[src/rtl/sync_arm_pkg.sv]
// Shared types and constants for the sync arm generator.
// The optional PPS drift check is enabled with SYNC_ARM_PPS_CHECK_EN.
package sync_arm_pkg;

  typedef enum logic [1:0] {
    IDLE  = 2'd0,
    ARMED = 2'd1,
    RUN   = 2'd2
  } state_e;

  localparam int ARM_BIT      = 0;
  localparam int FORCE_BIT    = 1;
  localparam int PERIODIC_BIT = 2;
  localparam int SYNC_DEPTH   = 2;

endpackage

[src/rtl/sync_arm_if.sv]
// Control/status bundle between software regs and sync_arm_gen.
// err_count exists only when SYNC_ARM_PPS_CHECK_EN is defined.
interface sync_arm_if #(
  parameter int PERIOD_W = 32,
  parameter int CNT_W    = 16
);

  logic [31:0]         ctrl_word;
  logic                ext_sync_in;
  logic [PERIOD_W-1:0] period;
  logic                sync_out;
  logic                armed;
  logic                running;
  logic [CNT_W-1:0]    sync_count;

`ifdef SYNC_ARM_PPS_CHECK_EN
  logic [7:0]          err_count;

  modport master (
    output ctrl_word, ext_sync_in, period,
    input  sync_out, armed, running, sync_count, err_count
  );

  modport slave (
    input  ctrl_word, ext_sync_in, period,
    output sync_out, armed, running, sync_count, err_count
  );
`else
  modport master (
    output ctrl_word, ext_sync_in, period,
    input  sync_out, armed, running, sync_count
  );

  modport slave (
    input  ctrl_word, ext_sync_in, period,
    output sync_out, armed, running, sync_count
  );
`endif

endinterface

[src/rtl/sync_arm_gen_edge_det.sv]
// Synchronizer plus history flop producing a registered rising-edge
// pulse for an asynchronous input.
module sync_edge_det
  import sync_arm_pkg::*;
(
  input  logic clk,
  input  logic rst,
  input  logic d,
  output logic pulse
);

  logic [SYNC_DEPTH-1:0] sync_q, sync_d;
  logic                  hist_q, hist_d;
  logic                  pulse_q, pulse_d;

  always_comb begin
    sync_d  = {sync_q[SYNC_DEPTH-2:0], d};
    hist_d  = sync_q[SYNC_DEPTH-1];
    pulse_d = sync_q[SYNC_DEPTH-1] & ~hist_q;
  end

  always_ff @(posedge clk or posedge rst) begin
    if (rst) begin
      sync_q  <= '0;
      hist_q  <= 1'b0;
      pulse_q <= 1'b0;
    end else begin
      sync_q  <= sync_d;
      hist_q  <= hist_d;
      pulse_q <= pulse_d;
    end
  end

  assign pulse = pulse_q;

endmodule

[src/rtl/sync_arm_gen.sv]
// Arm-then-fire sync pulse generator with optional periodic re-sync.
// SYNC_ARM_PPS_CHECK_EN adds err_count for external sync drift.
module sync_arm_gen
  import sync_arm_pkg::*;
#(
  parameter int PERIOD_W = 32,
  parameter int CNT_W    = 16
) (
  input  logic     user_clk,
  input  logic     user_rst,
  sync_arm_if.slave bus
);

  logic [2:0]          ctrl_q, ctrl_d;
  logic [2:0]          prev_q, prev_d;
  state_e              state_q, state_d;
  logic [PERIOD_W-1:0] cnt_q, cnt_d;
  logic [CNT_W-1:0]    count_q, count_d;
  logic                sync_out_q, sync_out_d;

  logic                ext_edge;
  logic                arm_req;
  logic                force_req;
  logic                per_en;
  logic                fire;
  logic [PERIOD_W-1:0] reload;
  logic [28:0]         unused_ctrl;

  assign unused_ctrl = bus.ctrl_word[31:3];

  sync_edge_det u_ext_det (
    .clk   (user_clk),
    .rst   (user_rst),
    .d     (bus.ext_sync_in),
    .pulse (ext_edge)
  );

  always_comb begin
    ctrl_d = bus.ctrl_word[2:0];
    prev_d = ctrl_q;
  end

  assign arm_req   = ctrl_q[ARM_BIT] & ~prev_q[ARM_BIT];
  assign force_req = ctrl_q[FORCE_BIT] & ~prev_q[FORCE_BIT];
  assign per_en    = ctrl_q[PERIODIC_BIT];

  // Period 0 behaves like 1 rather than wrapping to a huge interval.
  assign reload = (bus.period == '0) ? '0
                : bus.period - PERIOD_W'(1);

  always_comb begin
    state_d    = state_q;
    cnt_d      = cnt_q;
    count_d    = count_q;
    sync_out_d = 1'b0;
    fire       = 1'b0;
    unique case (state_q)
      IDLE: begin
        if (arm_req) begin
          state_d = ARMED;
          count_d = '0;
        end
      end
      ARMED: begin
        if (ext_edge | force_req) begin
          fire    = 1'b1;
          cnt_d   = reload;
          state_d = (per_en && bus.period >= PERIOD_W'(2))
                  ? RUN : IDLE;
        end
      end
      RUN: begin
        if (arm_req) begin
          state_d = ARMED;
          count_d = '0;
        end else if (!per_en) begin
          state_d = IDLE;
        end else if (cnt_q == '0) begin
          fire  = 1'b1;
          cnt_d = reload;
        end else begin
          cnt_d = cnt_q - PERIOD_W'(1);
        end
      end
      default: state_d = IDLE;
    endcase
    if (fire) begin
      sync_out_d = 1'b1;
      count_d    = count_q + CNT_W'(1);
    end
  end

  always_ff @(posedge user_clk or posedge user_rst) begin
    if (user_rst) begin
      ctrl_q     <= '0;
      prev_q     <= '0;
      state_q    <= IDLE;
      cnt_q      <= '0;
      count_q    <= '0;
      sync_out_q <= 1'b0;
    end else begin
      ctrl_q     <= ctrl_d;
      prev_q     <= prev_d;
      state_q    <= state_d;
      cnt_q      <= cnt_d;
      count_q    <= count_d;
      sync_out_q <= sync_out_d;
    end
  end

  assign bus.sync_out   = sync_out_q;
  assign bus.armed      = (state_q == ARMED);
  assign bus.running    = (state_q == RUN);
  assign bus.sync_count = count_q;

`ifdef SYNC_ARM_PPS_CHECK_EN
  logic [7:0] err_q, err_d;

  // An external edge away from the counter wrap means drift.
  always_comb begin
    err_d = err_q;
    if (arm_req) begin
      err_d = '0;
    end else if (state_q == RUN && ext_edge &&
                 cnt_q != '0 && err_q != 8'hFF) begin
      err_d = err_q + 8'd1;
    end
  end

  always_ff @(posedge user_clk or posedge user_rst) begin
    if (user_rst) err_q <= '0;
    else          err_q <= err_d;
  end

  assign bus.err_count = err_q;
`endif

endmodule

[src/flat_wrapper.sv]
// flat-port wrapper written by rule: the top's interface ports become plain ports
module sync_arm_gen_flat import sync_arm_pkg::*;
#(
  parameter int PERIOD_W = 32,
  parameter int CNT_W    = 16
)
  (user_clk, user_rst, bus_ctrl_word, bus_ext_sync_in, bus_period, bus_sync_out, bus_armed, bus_running, bus_sync_count);
  sync_arm_if #(.PERIOD_W(PERIOD_W), .CNT_W(CNT_W)) bus_i ();
  input  logic user_clk;
  input  logic user_rst;
  input wire logic [$bits(bus_i.ctrl_word)-1:0] bus_ctrl_word;
  input wire logic [$bits(bus_i.ext_sync_in)-1:0] bus_ext_sync_in;
  input wire logic [$bits(bus_i.period)-1:0] bus_period;
  output wire logic [$bits(bus_i.sync_out)-1:0] bus_sync_out;
  output wire logic [$bits(bus_i.armed)-1:0] bus_armed;
  output wire logic [$bits(bus_i.running)-1:0] bus_running;
  output wire logic [$bits(bus_i.sync_count)-1:0] bus_sync_count;
  assign bus_i.ctrl_word = bus_ctrl_word;
  assign bus_i.ext_sync_in = bus_ext_sync_in;
  assign bus_i.period = bus_period;
  assign bus_sync_out = bus_i.sync_out;
  assign bus_armed = bus_i.armed;
  assign bus_running = bus_i.running;
  assign bus_sync_count = bus_i.sync_count;
  sync_arm_gen #(.PERIOD_W(PERIOD_W), .CNT_W(CNT_W)) u_core (.user_clk(user_clk), .user_rst(user_rst), .bus(bus_i));
endmodule
[config.mk]
export PLATFORM = sky130hd
export DESIGN_NAME = sync_arm_gen_flat
export DESIGN_NICKNAME = d
export VERILOG_FILES = /design/src/rtl/sync_arm_pkg.sv /design/src/rtl/sync_arm_if.sv /design/src/rtl/sync_arm_gen_edge_det.sv /design/src/rtl/sync_arm_gen.sv /design/src/flat_wrapper.sv
export SDC_FILE = /design/constraint.sdc
export NUM_CORES = 1
export LEC_CHECK = 0
export ABC_AREA = 1
export ABC_CLOCK_PERIOD_IN_PS = 4400
export BUFFER_PORTS_ARGS = -buffer_cell sky130_fd_sc_hd__buf_4
export CAP_MARGIN = 20
export CELL_PAD_IN_SITES_DETAIL_PLACEMENT = 1
export CELL_PAD_IN_SITES_GLOBAL_PLACEMENT = 2
export CORE_UTILIZATION = 33
export CTS_CLUSTER_SIZE = 30
export DETAILED_ROUTE_END_ITERATION = 8
export GPL_TIMING_DRIVEN = 0
export PLACE_DENSITY_LB_ADDON = 0.08
export SETUP_SLACK_MARGIN = 0.05
export SYNTH_ARGS = -nofsm -noshare
export SYNTH_HDL_FRONTEND = slang
export SYNTH_SLANG_ARGS = --single-unit
[constraint.sdc]
create_clock -name user_clk -period 4.4 [get_ports user_clk]
set_clock_uncertainty 0.1 [all_clocks]
set_input_delay 1.32 -clock user_clk [delete_from_list [all_inputs] [get_ports user_clk]]
set_output_delay 1.32 -clock user_clk [all_outputs]
set_load 0.1 [all_outputs]
## Word-level counts from Yosys, hierarchy flattened

Cells that the tools add are included.

- Register bits: 60
- Output and inout port bits: 19
- Bits of input ports: 67
- Word-level logic and storage cells: 59

- $lt $le $gt $ge: 1
- Add/sub/neg operators: 3
- Bitwise logic cells: 7
- Equal/unequal tests: 7
- Reduce and logical (&&, ||, !) cells: 11
- Multiplexer cells: 21

Operators by type and width:

| cell | number |
|---|---|
| $mux 32 | 5 |
| $logic_not 32->1 | 2 |
| $pmux 32 s2 | 1 |
| $sub 32x1->32 const B | 2 |
| $mux 16 | 3 |
| $ge 32x2->1 const B | 1 |
| $add 16x1->16 const B | 1 |
| $mux 2 | 5 |
| $ne 2x1->1 const B | 3 |
| $pmux 2 s3 | 1 |
| $reduce_bool 2->1 | 3 |
| $mux 1 | 5 |
| $reduce_and 4->1 | 1 |
| $and 1x1->1 | 3 |
| $ne 3x3->1 const B | 1 |
| $not 1->1 | 3 |
| $reduce_and 3->1 | 1 |
| $eq 2x1->1 const B | 1 |
| $eq 2x2->1 const B | 1 |
| $logic_not 2->1 | 1 |
| $ne 2x2->1 const B | 1 |
| $pmux 1 s2 | 1 |
| $reduce_and 2->1 | 1 |
| $reduce_or 2->1 | 1 |
| 2 further kinds | 2 |

## Depth between registers and ports, before layout

Gate-level depths: netlist (run 1).

- Word-level depth: 7
- Depth in mapped cells: 13

## Hierarchy

Synthesis (run 1) repeated with hierarchy kept, for this count alone.

- Cells, all modules: 761
- Area, all modules: 4946.0 sq um

By module, submodules not included:

| module | instances | area each (sq um) | cells each |
|---|---|---|---|
| sync_arm_gen | 1 | 4832.1 | 754 |
| sync_edge_det | 1 | 113.9 | 7 |

## Least setup slack after synthesis (run 1)

No wires, ideal clock.

- Path type: register to output
- Start: reg u_core.state_q[0]
- End: out bus_running
- Path slack: 1.621 ns
- Arrival: 1.359 ns
- Cell stages (with the launch flop): 3
- Path through: dfrtp_1 inv_1 ha_1

- Cells in the longest elaborated chain, start to end: 1

Ends and longest elaborated chain:

| element | RTL line | source |
|---|---|---|
| start: declaration | sync_arm_gen.sv:16 | `state_e state_q, state_d;` |
| start signal: assignment | sync_arm_gen.sv:104 | `state_q <= state_d;` |
| $eq 2x2->1 | sync_arm_gen.sv:113 | `assign bus.running = (state_q == RUN);` |
| end: declaration | flat_wrapper.sv:16 | `output wire logic [$bits(bus_i.running)-1:0] bus_running;` |

No other way between the ends.

## Worst setup path after layout (run 1)

Ends and elaborated chain as after synthesis.

==> metrics.md, run 1 <==
| Metric | Value |
|---|---|
| Status | finished, final reports clean |
| Clock sink count | 60 |
| Top Metal Used | met4 |
| Final WL | 17.0 mm |
| Final setup viols | 0 |
| GRT Total Usage | 24.5% |
| Crit end category | primary output |
| Hold buffers post-CTS | 0 |
| Max Cap Viol | 0 |
| Synth top area cells | dfrtp_1, nand2_1, nor2_1, nand3_1, inv_1 |
| Final hold viol count | 0 |
| Crit Path Max Fanout | 7 |
| Mapped Cells | 754 |
| DIE HEIGHT | 123 um |
| Postcts setup bufs | 0 |
| Leak | 0.00286 uW |
| First-pass GRT wire length | 28.0 mm |
| Post-synthesis net count | 830 |
| Via count of the routed design | 5,057 |
| Minimum hold slack | 0.256 ns |
| CTS root buffer | clkbuf_16 |
| GR Overflow Total | 0 |
| Crit share post-route | 68.6% |
| Relative slew slack | 38.4% |
| PwrDens | 579 nW/um2 |
| Met2 wire len | 7.88 mm |
| Crit start category | flip-flop |
| Detail Route Antenna Nets | 0 |
| Fmax | 331 MHz |
| Detailed Place HPWL | 13.5 mm |
| Clock Power Share | 26.6% |
| Crit path max-delay cell type | dfrtp_1 |
| CTS Buffer Depth | 2 |
| Fillers | 1,863 |
| Sw Ratio | 45.4% |
| Row count | 43 |
| Die X | 123 um |
| Setup TNS | 0 ns |
| Clock-pin slew on the worst setup and hold paths | 0.05 ns |
| Ys async rst share | 100% |
| Crit Path Category | flip-flop to primary output |
| # DRC | 0 |
| DRT met1 WL | 8.40 mm |
| I/O Buffers | 56 |
| Sequential area share after synthesis | 31.0% |
| Placer congestion estimate | 0.889 |
| Antenna cells | 0 |
| DRT Pass-1 Iters | 4 |
| Core outline area | 14,100 um2 |
| Mapped cell area | 4850 um2 |
| Vias per cell | 5.03 |
| Die ar. | 15,200 um2 |
| Worst path max stage delay | 0.41 ns |
| Number of synthesized flops with an enable pin | 0 |
| Clk Latency, worst-skew pair | 0.34 ns |
| Fin crit period | 3.02 ns |
| Total power | 3400 uW |
| Unrepaired setup endpoints after global routing | false |
| Initial antenna violation count | 0 |
| DR iter-0 viols | 249 |
| Layout cell share with drive strength beyond 1 | 15.0% |
| Post-CTS Resized | 0 |
| Post-synth top area cell | dfrtp_1 |
| I/O Pins | 86 |
| CP Cell Sequence | inv_1 > ha_1 > buf_4 |
| Reg power frac | 27.5% |
| Per-cell routed wire length | 16.9 um |
| Most used DFF post-synth | dfrtp_1 |
| Post-synthesis area per instance | 6.43 um2 |
| Logic gate share of total power | 45.9% |
| TritonCTS clock tree | yes |
| Largest net degree at the start of global routing | 61 |
| YS warnings | 0 |
| Total CTS buffers | 9 |
| P_sw | 1540 uW |
| Syn-to-layout area delta | 21.1% |
| Final Slew Violations | 0 |
| Worst-margin pin slew | 0.917 ns |
| Starting Density | 34.4% |
| Vias in the first global route | 5,191 |
| Arrival @ worst endpoint | 1.60 ns |
| Fin nets | 897 |
| Internal | 1850 uW |
| Critical Path RT | 2.98 ns |
| Peak VDD IR | 0.000190 V |
| Top cell type's share of synthesized area | 31.0% |
| Min-delay worst type | flip-flop to flip-flop |
| Met3 wire length | 510 um |
| Synth unique cells | 35 |
| H-tree depth | 3 |
| #FFs+latches synth | 60 |
layout make-up:
cell class	count	area, um2	share of cell area, %
multi-input combinational	592	2920	49.7
sequential	60	1500	25.6
timing repair buffer	56	420	7.17
inverter	87	329	5.61
clock buffer	11	253	4.31
tap	180	225	3.84
clock inverter	4	120	2.05
buffer	15	103	1.75
worst paths after layout:
check                                                     startpoint                                   end  slack [ns]  cells past startpoint
min in group asynchronous                                   user_rst          u_core.cnt_q[18]$_DFFE_PP0P_        1.03                      2
worst min register to register  u_core.u_ext_det.sync_q[0]$_DFF_PP0_  u_core.u_ext_det.sync_q[1]$_DFF_PP0_        0.26                      0
max in group asynchronous                                   user_rst            u_core.prev_q[1]$_DFF_PP0_        2.63                      2
worst max register to register         u_core.state_q[0]$_DFFE_PP0P_          u_core.cnt_q[13]$_DFFE_PP0P_        1.85                     10
worst min-delay path            u_core.u_ext_det.sync_q[0]$_DFF_PP0_  u_core.u_ext_det.sync_q[1]$_DFF_PP0_        0.26                      0
worst max-delay path                   u_core.state_q[0]$_DFFE_PP0P_                           bus_running        1.38                      3
registers in the layout, summed over array words and instances, names as in the netlist:
| signal | flops |
|---|---|
| u_core.bus.sync_count | 16 |
| u_core.u_ext_det.sync_q | 2 |
| u_core.cnt_q | 32 |
| u_core.prev_q | 2 |
| u_core.u_ext_det.pulse | 1 |
| u_core.state_q | 2 |
| u_core.u_ext_det.hist_q | 1 |
| u_core.bus.sync_out | 1 |
| u_core.ctrl_q | 3 |
critical path, delay by kind of cell (launching register included):
kind	cells	cell delay, ns
DFF	1	0.41
buffers and inverters	2	0.46
adders and majority gates	1	0.38
cells in the mapped netlist, types with 2 or more instances:
master	instances
nor2_2	8
o21ai_2	2
buf_4	2
a21oi_2	5
or2_2	3
o22ai_1	6
nand2_2	7
nor3_1	9
xnor2_1	13
clkbuf_1	2
dfrtp_1	60
o21ai_1	16
xor2_1	21
inv_1	86
a21oi_1	9
nand3b_1	2
o21bai_1	2
nand4_1	9
o21ai_0	31
nor2_1	134
nand2_1	202
buf_6	4
ha_1	9
nand3_2	6
nor2_4	4
nand3_1	84
buf_2	7
o211ai_1	4
power by group through the flow:
stage                     Combinational (uW)  Sequential (uW)  Clock [uW]
after floorplan                         1040              956           0
after global placement                  1510              931           0
after detailed placement                1560              938           0
after CTS                               1570              932         919
after global routing                    1760              960         941
final                                   1560              933         903
stage by stage:
step	std cells	cell area, um2	worst slack [ns]	utilization [%]
final	1005	5870	1.38	41.6
after global routing	1005	5870	1.27	41.6
after CTS	1005	5870	1.36	41.6
after detailed placement	990	5490	1.07	39.0
after global placement	990	5490	0.463	39.0
after floorplan	754	4850	1.50	-
logic make-up (layout without fill, tap and decap cells):
kind of cell / Yosys count / in the layout / synth area share, %
xor gates and xnor gates: 34 / 34 / 6.15
buffers and inverters: 102 / 173 / 8.86
adders and majority gates: 9 / 9 / 2.32
DFF: 60 / 60 / 31.0
and+or+nand+nor: 470 / 470 / 42.0
AOI/OAI and AO/OA: 79 / 79 / 9.71
placed cells by master, fill, tap and decap left out, types with 5 or more instances in the layout:
cell	count
buf_2	7
o21ai_1	16
nand3_1	84
o21ai_0	31
dfrtp_1	60
nand2_2	7
nor2_1	134
nor3_1	9
inv_1	85
nand4_1	9
nand3_2	6
clkbuf_16	9
o22ai_1	6
ha_1	9
buf_4	58
xor2_1	21
nand2_1	202
a21oi_1	9
a21oi_2	5
xnor2_1	13
nor2_2	8
per-layer routing:
metal	vias up	GRT usage (%)
li1	2536	-
met1	2419	33.7
met2	89	40.2
met3	13	3.87
met4	0	5.57
met5	-	0
(Power assumes the default switching activity.)
==> run 2, diff against run 1 <==
--- a/config.mk
+++ b/config.mk
@@ -6,12 +6,12 @@
 export NUM_CORES = 1
 export LEC_CHECK = 0
 export ABC_AREA = 1
-export ABC_CLOCK_PERIOD_IN_PS = 4400
+export ABC_CLOCK_PERIOD_IN_PS = 3200
 export BUFFER_PORTS_ARGS = -buffer_cell sky130_fd_sc_hd__buf_4
 export CAP_MARGIN = 20
 export CELL_PAD_IN_SITES_DETAIL_PLACEMENT = 1
 export CELL_PAD_IN_SITES_GLOBAL_PLACEMENT = 2
-export CORE_UTILIZATION = 33
+export CORE_UTILIZATION = 30
 export CTS_CLUSTER_SIZE = 30
 export DETAILED_ROUTE_END_ITERATION = 8
 export GPL_TIMING_DRIVEN = 0
==> constraint.sdc (replaced) <==
create_clock -name user_clk -period 3.2 [get_ports user_clk]
set_clock_uncertainty 0.1 [all_clocks]
set_input_delay 0.96 -clock user_clk [delete_from_list [all_inputs] [get_ports user_clk]]
set_output_delay 0.96 -clock user_clk [all_outputs]
set_load 0.1 [all_outputs]
==> run 2 against run 1 <==
  * Utilization down 4.6 points
  * Via count grew 1.3%
  * Final area fell by 0.11%
  * Sequential power grew 37%
  * Critical path depth grew 8
  * Largest power group unchanged
  * Global-route usage decreased by 1.9 points
  * Highest routed layer unchanged
  * Setup slack got worse by 0.80 ns
  * Worst hold slack got worse by 0.0071 ns
==> metrics.md, run 2 (synthesis results as in run 1) <==
| Metric | Value |
|---|---|
| Arrival @ worst endpoint | 2.74 ns (was 1.60 ns) |
| Largest net degree at the start of global routing | 38 (was 61) |
| Fmax | 382 MHz |
| Crit end category | flip-flop (was primary output) |
| PwrDens | 759 nW/um2 (was 579 nW/um2) |
| Leak | 0.00283 uW (was 0.00286 uW) |
| I/O Pins | 86 (unchanged) |
| Crit Path Max Fanout | 10 (was 7) |
| Vias in the first global route | 5,387 (was 5,191) |
| Detail Route Antenna Nets | 0 (unchanged) |
| Fin crit period | 2.62 ns |
| Crit start category | primary input (was flip-flop) |
| Setup ws final | 0.584 ns (was 1.38 ns) |
| Clk Latency, worst-skew pair | 0.34 ns (about the same) |
| Per-cell routed wire length | 16.8 um (was 16.9 um) |
| Detailed Place HPWL | 14.1 mm (was 13.5 mm) |
| Sequential cell area | 1500 um2 (unchanged) |
| Status | finished, final reports clean (unchanged) |
| Placer congestion estimate | 0.812 (was 0.889) |
| I/O Buffers | 56 (unchanged) |
| Worst R2R End | u_core.cnt_q[8]$_DFFE_PP0P_ (was u_core.cnt_q[13]$_DFFE_PP0P_) |
| First-pass GRT wire length | 28.4 mm (was 28.0 mm) |
| Hold EP | u_core.u_ext_det.sync_q[1]$_DFF_PP0_ (unchanged) |
| Final hold viol count | 0 (unchanged) |
| Initial antenna violation count | 0 (unchanged) |
| Most common cell after layout, fill and taps aside | nand2_1 (unchanged) |
| Unrepaired setup endpoints after global routing | false (unchanged) |
| Crit share post-route | 81.7% |
| Most flop-heavy register | u_core.cnt_q (unchanged) |
| Cells after DPL | 1,027 (was 990) |
| Total CTS buffers | 9 (unchanged) |
| Final Util | 37.0% (was 41.6%) |
| Post-CTS Resized | 0 (unchanged) |
| Syn-to-layout area delta | 20.9% (was 21.1%) |
| Max Cap Viol | 0 (unchanged) |
| Crit Path Category | primary input to flip-flop (was flip-flop to primary output) |
| Critical Path RT | 3.33 ns (was 2.98 ns) |
| Clock sink count | 60 (unchanged) |
| Fillers | 2,073 (was 1,863) |
| DIE HEIGHT | 129 um (was 123 um) |
| CP Cell Sequence | buf_4 > inv_1 > ha_1 > nand2_2 > nor2_4 > nand4_2 > buf_4 > nand2_1 > nand2_1 > nand3_1 > nand2_1 (was inv_1 > ha_1 > buf_4) |
| Final setup viols | 0 (unchanged) |
| Die X | 129 um (was 123 um) |
| Final Slew Violations | 0 (unchanged) |
| Row count | 46 (was 43) |
| Core outline area | 15,800 um2 (was 14,100 um2) |
| Via count of the routed design | 5,125 (was 5,057) |
| DRT Pass-1 Iters | 4 (unchanged) |
| Die ar. | 16,700 um2 (was 15,200 um2) |
| Most used cell along the critical path | nand2_1 |
| H-tree depth | 3 (unchanged) |
| R2R cell count | 9 (was 10) |
| Crit path from | bus_period[0] (was u_core.state_q[0]$_DFFE_PP0P_) |
| Commonest non-fill, non-tap cells in the layout | nand2_1, nor2_1, inv_1 (unchanged) |
| Peak VDD IR | 0.000397 V (was 0.000190 V) |
| Starting Density | 30.6% (was 34.4%) |
| Antenna cells | 0 (unchanged) |
| Final WL | 17.6 mm (was 17.0 mm) |
| Hold buffers post-CTS | 0 (unchanged) |
| Relative slew slack | 43.1% (was 38.4%) |
| CTS Buffer Depth | 2 (unchanged) |
| Layout cell share with drive strength beyond 1 | 15.1% (was 15.0%) |
| TritonCTS clock tree | yes (unchanged) |
| Multi-input gate area | 2920 um2 (unchanged) |
| Worst path max stage delay | 0.31 ns (was 0.41 ns) |
| Vias per cell | 4.91 (was 5.03) |
| GRT Total Usage | 22.6% (was 24.5%) |
| Reg-to-reg setup timing slack | 0.64 ns (was 1.85 ns) |
| Min-delay worst type | flip-flop to flip-flop (unchanged) |
| Pre-CTS WS | 0.221 ns (was 1.07 ns) |
| GR Overflow Total | 0 (unchanged) |
| Worst-margin pin slew | 0.848 ns (was 0.917 ns) |
| Clock-pin slew on the worst setup and hold paths | 0.06 ns (was 0.05 ns) |
| Finished Layout Cells | 1,043 (was 1,005) |
| # DRC | 0 (unchanged) |
| FF-to-FF Start | u_core.state_q[0]$_DFFE_PP0P_ (unchanged) |
| Hold Crit Start | u_core.u_ext_det.sync_q[0]$_DFF_PP0_ (unchanged) |
| Fin nets | 898 (was 897) |
| Postcts setup bufs | 0 (unchanged) |
| CTS root buffer | clkbuf_16 (unchanged) |
| DR iter-0 viols | 141 (was 249) |
| Number of flip-flops in the largest register | 32 (unchanged) |
| Worst hold path depth | 0 (unchanged) |
| Crit path max-delay cell type | nand4_2 (was dfrtp_1) |
-- run 2: changes by cell type in the layout (fill, tap and decap cells not counted), sizes merged --
cell | before | now
bufinv | 4 | 1
clkinv | 0 | 2
buf | 69 | 70
clkbuf | 13 | 14
clkinvlp | 0 | 1
-- run 2: worst max-delay path by stage --
stage	endpoint	slack, ns
after global placement	u_core.cnt_q[21]$_DFFE_PP0P_	-0.37
after global routing	u_core.cnt_q[2]$_DFFE_PP0P_	0.40
final	u_core.cnt_q[30]$_DFFE_PP0P_	0.58
after detailed placement	u_core.cnt_q[30]$_DFFE_PP0P_	0.22
after floorplan	u_core.cnt_q[17]$_DFFE_PP0P_	0.57
after CTS	u_core.cnt_q[30]$_DFFE_PP0P_	0.58
-- run 2: where the power goes --
group	internal, uW	switching [uW]	leakage, uW	total, uW
clock network	643	368	0.000149	1010
logic	668	1480	0.00193	2150
registers	1010	277	0.000756	1280
total	2320	2130	0.00283	4450
-- run 2: cell type report --
class                   instances  area share [%]
well taps                     216            4.61
flip-flops and latches         60            25.6
clock inverters                 4           0.811
multi-input cells             592            49.7
plain buffers                  15            1.75
clock buffers                  12            4.38
inverters                      87            5.57
repair buffers                 57            7.51
-- run 2: critical path: cells and delay by family --
family / cells / cell delay [ns]
buf+inv: 3 / 0.53
fa+ha+maj: 1 / 0.30
simple gates: 7 / 0.96
-- run 2: metal layers --
layer	wire length, um	GRT usage (%)
met5	0	0
met4	178	5.88
met3	419	2.60
met2	9030	42.4
met1	7940	27.4
-- run 2: per-stage QoR --
step | cell area, um2 | hold WS (ns) | power (uW) | TNS (ns)
6_report | 5860 | 0.248 | 4450 | 0
2_1_floorplan | 4850 | 0.231 | 2750 | 0
4_1_cts | 5860 | 0.251 | 4500 | 0
5_1_grt | 5860 | 0.278 | 4800 | 0
3_3_place_gp | 5540 | 0.233 | 3390 | -21.72
3_5_place_dp | 5560 | 0.239 | 3460 | 0
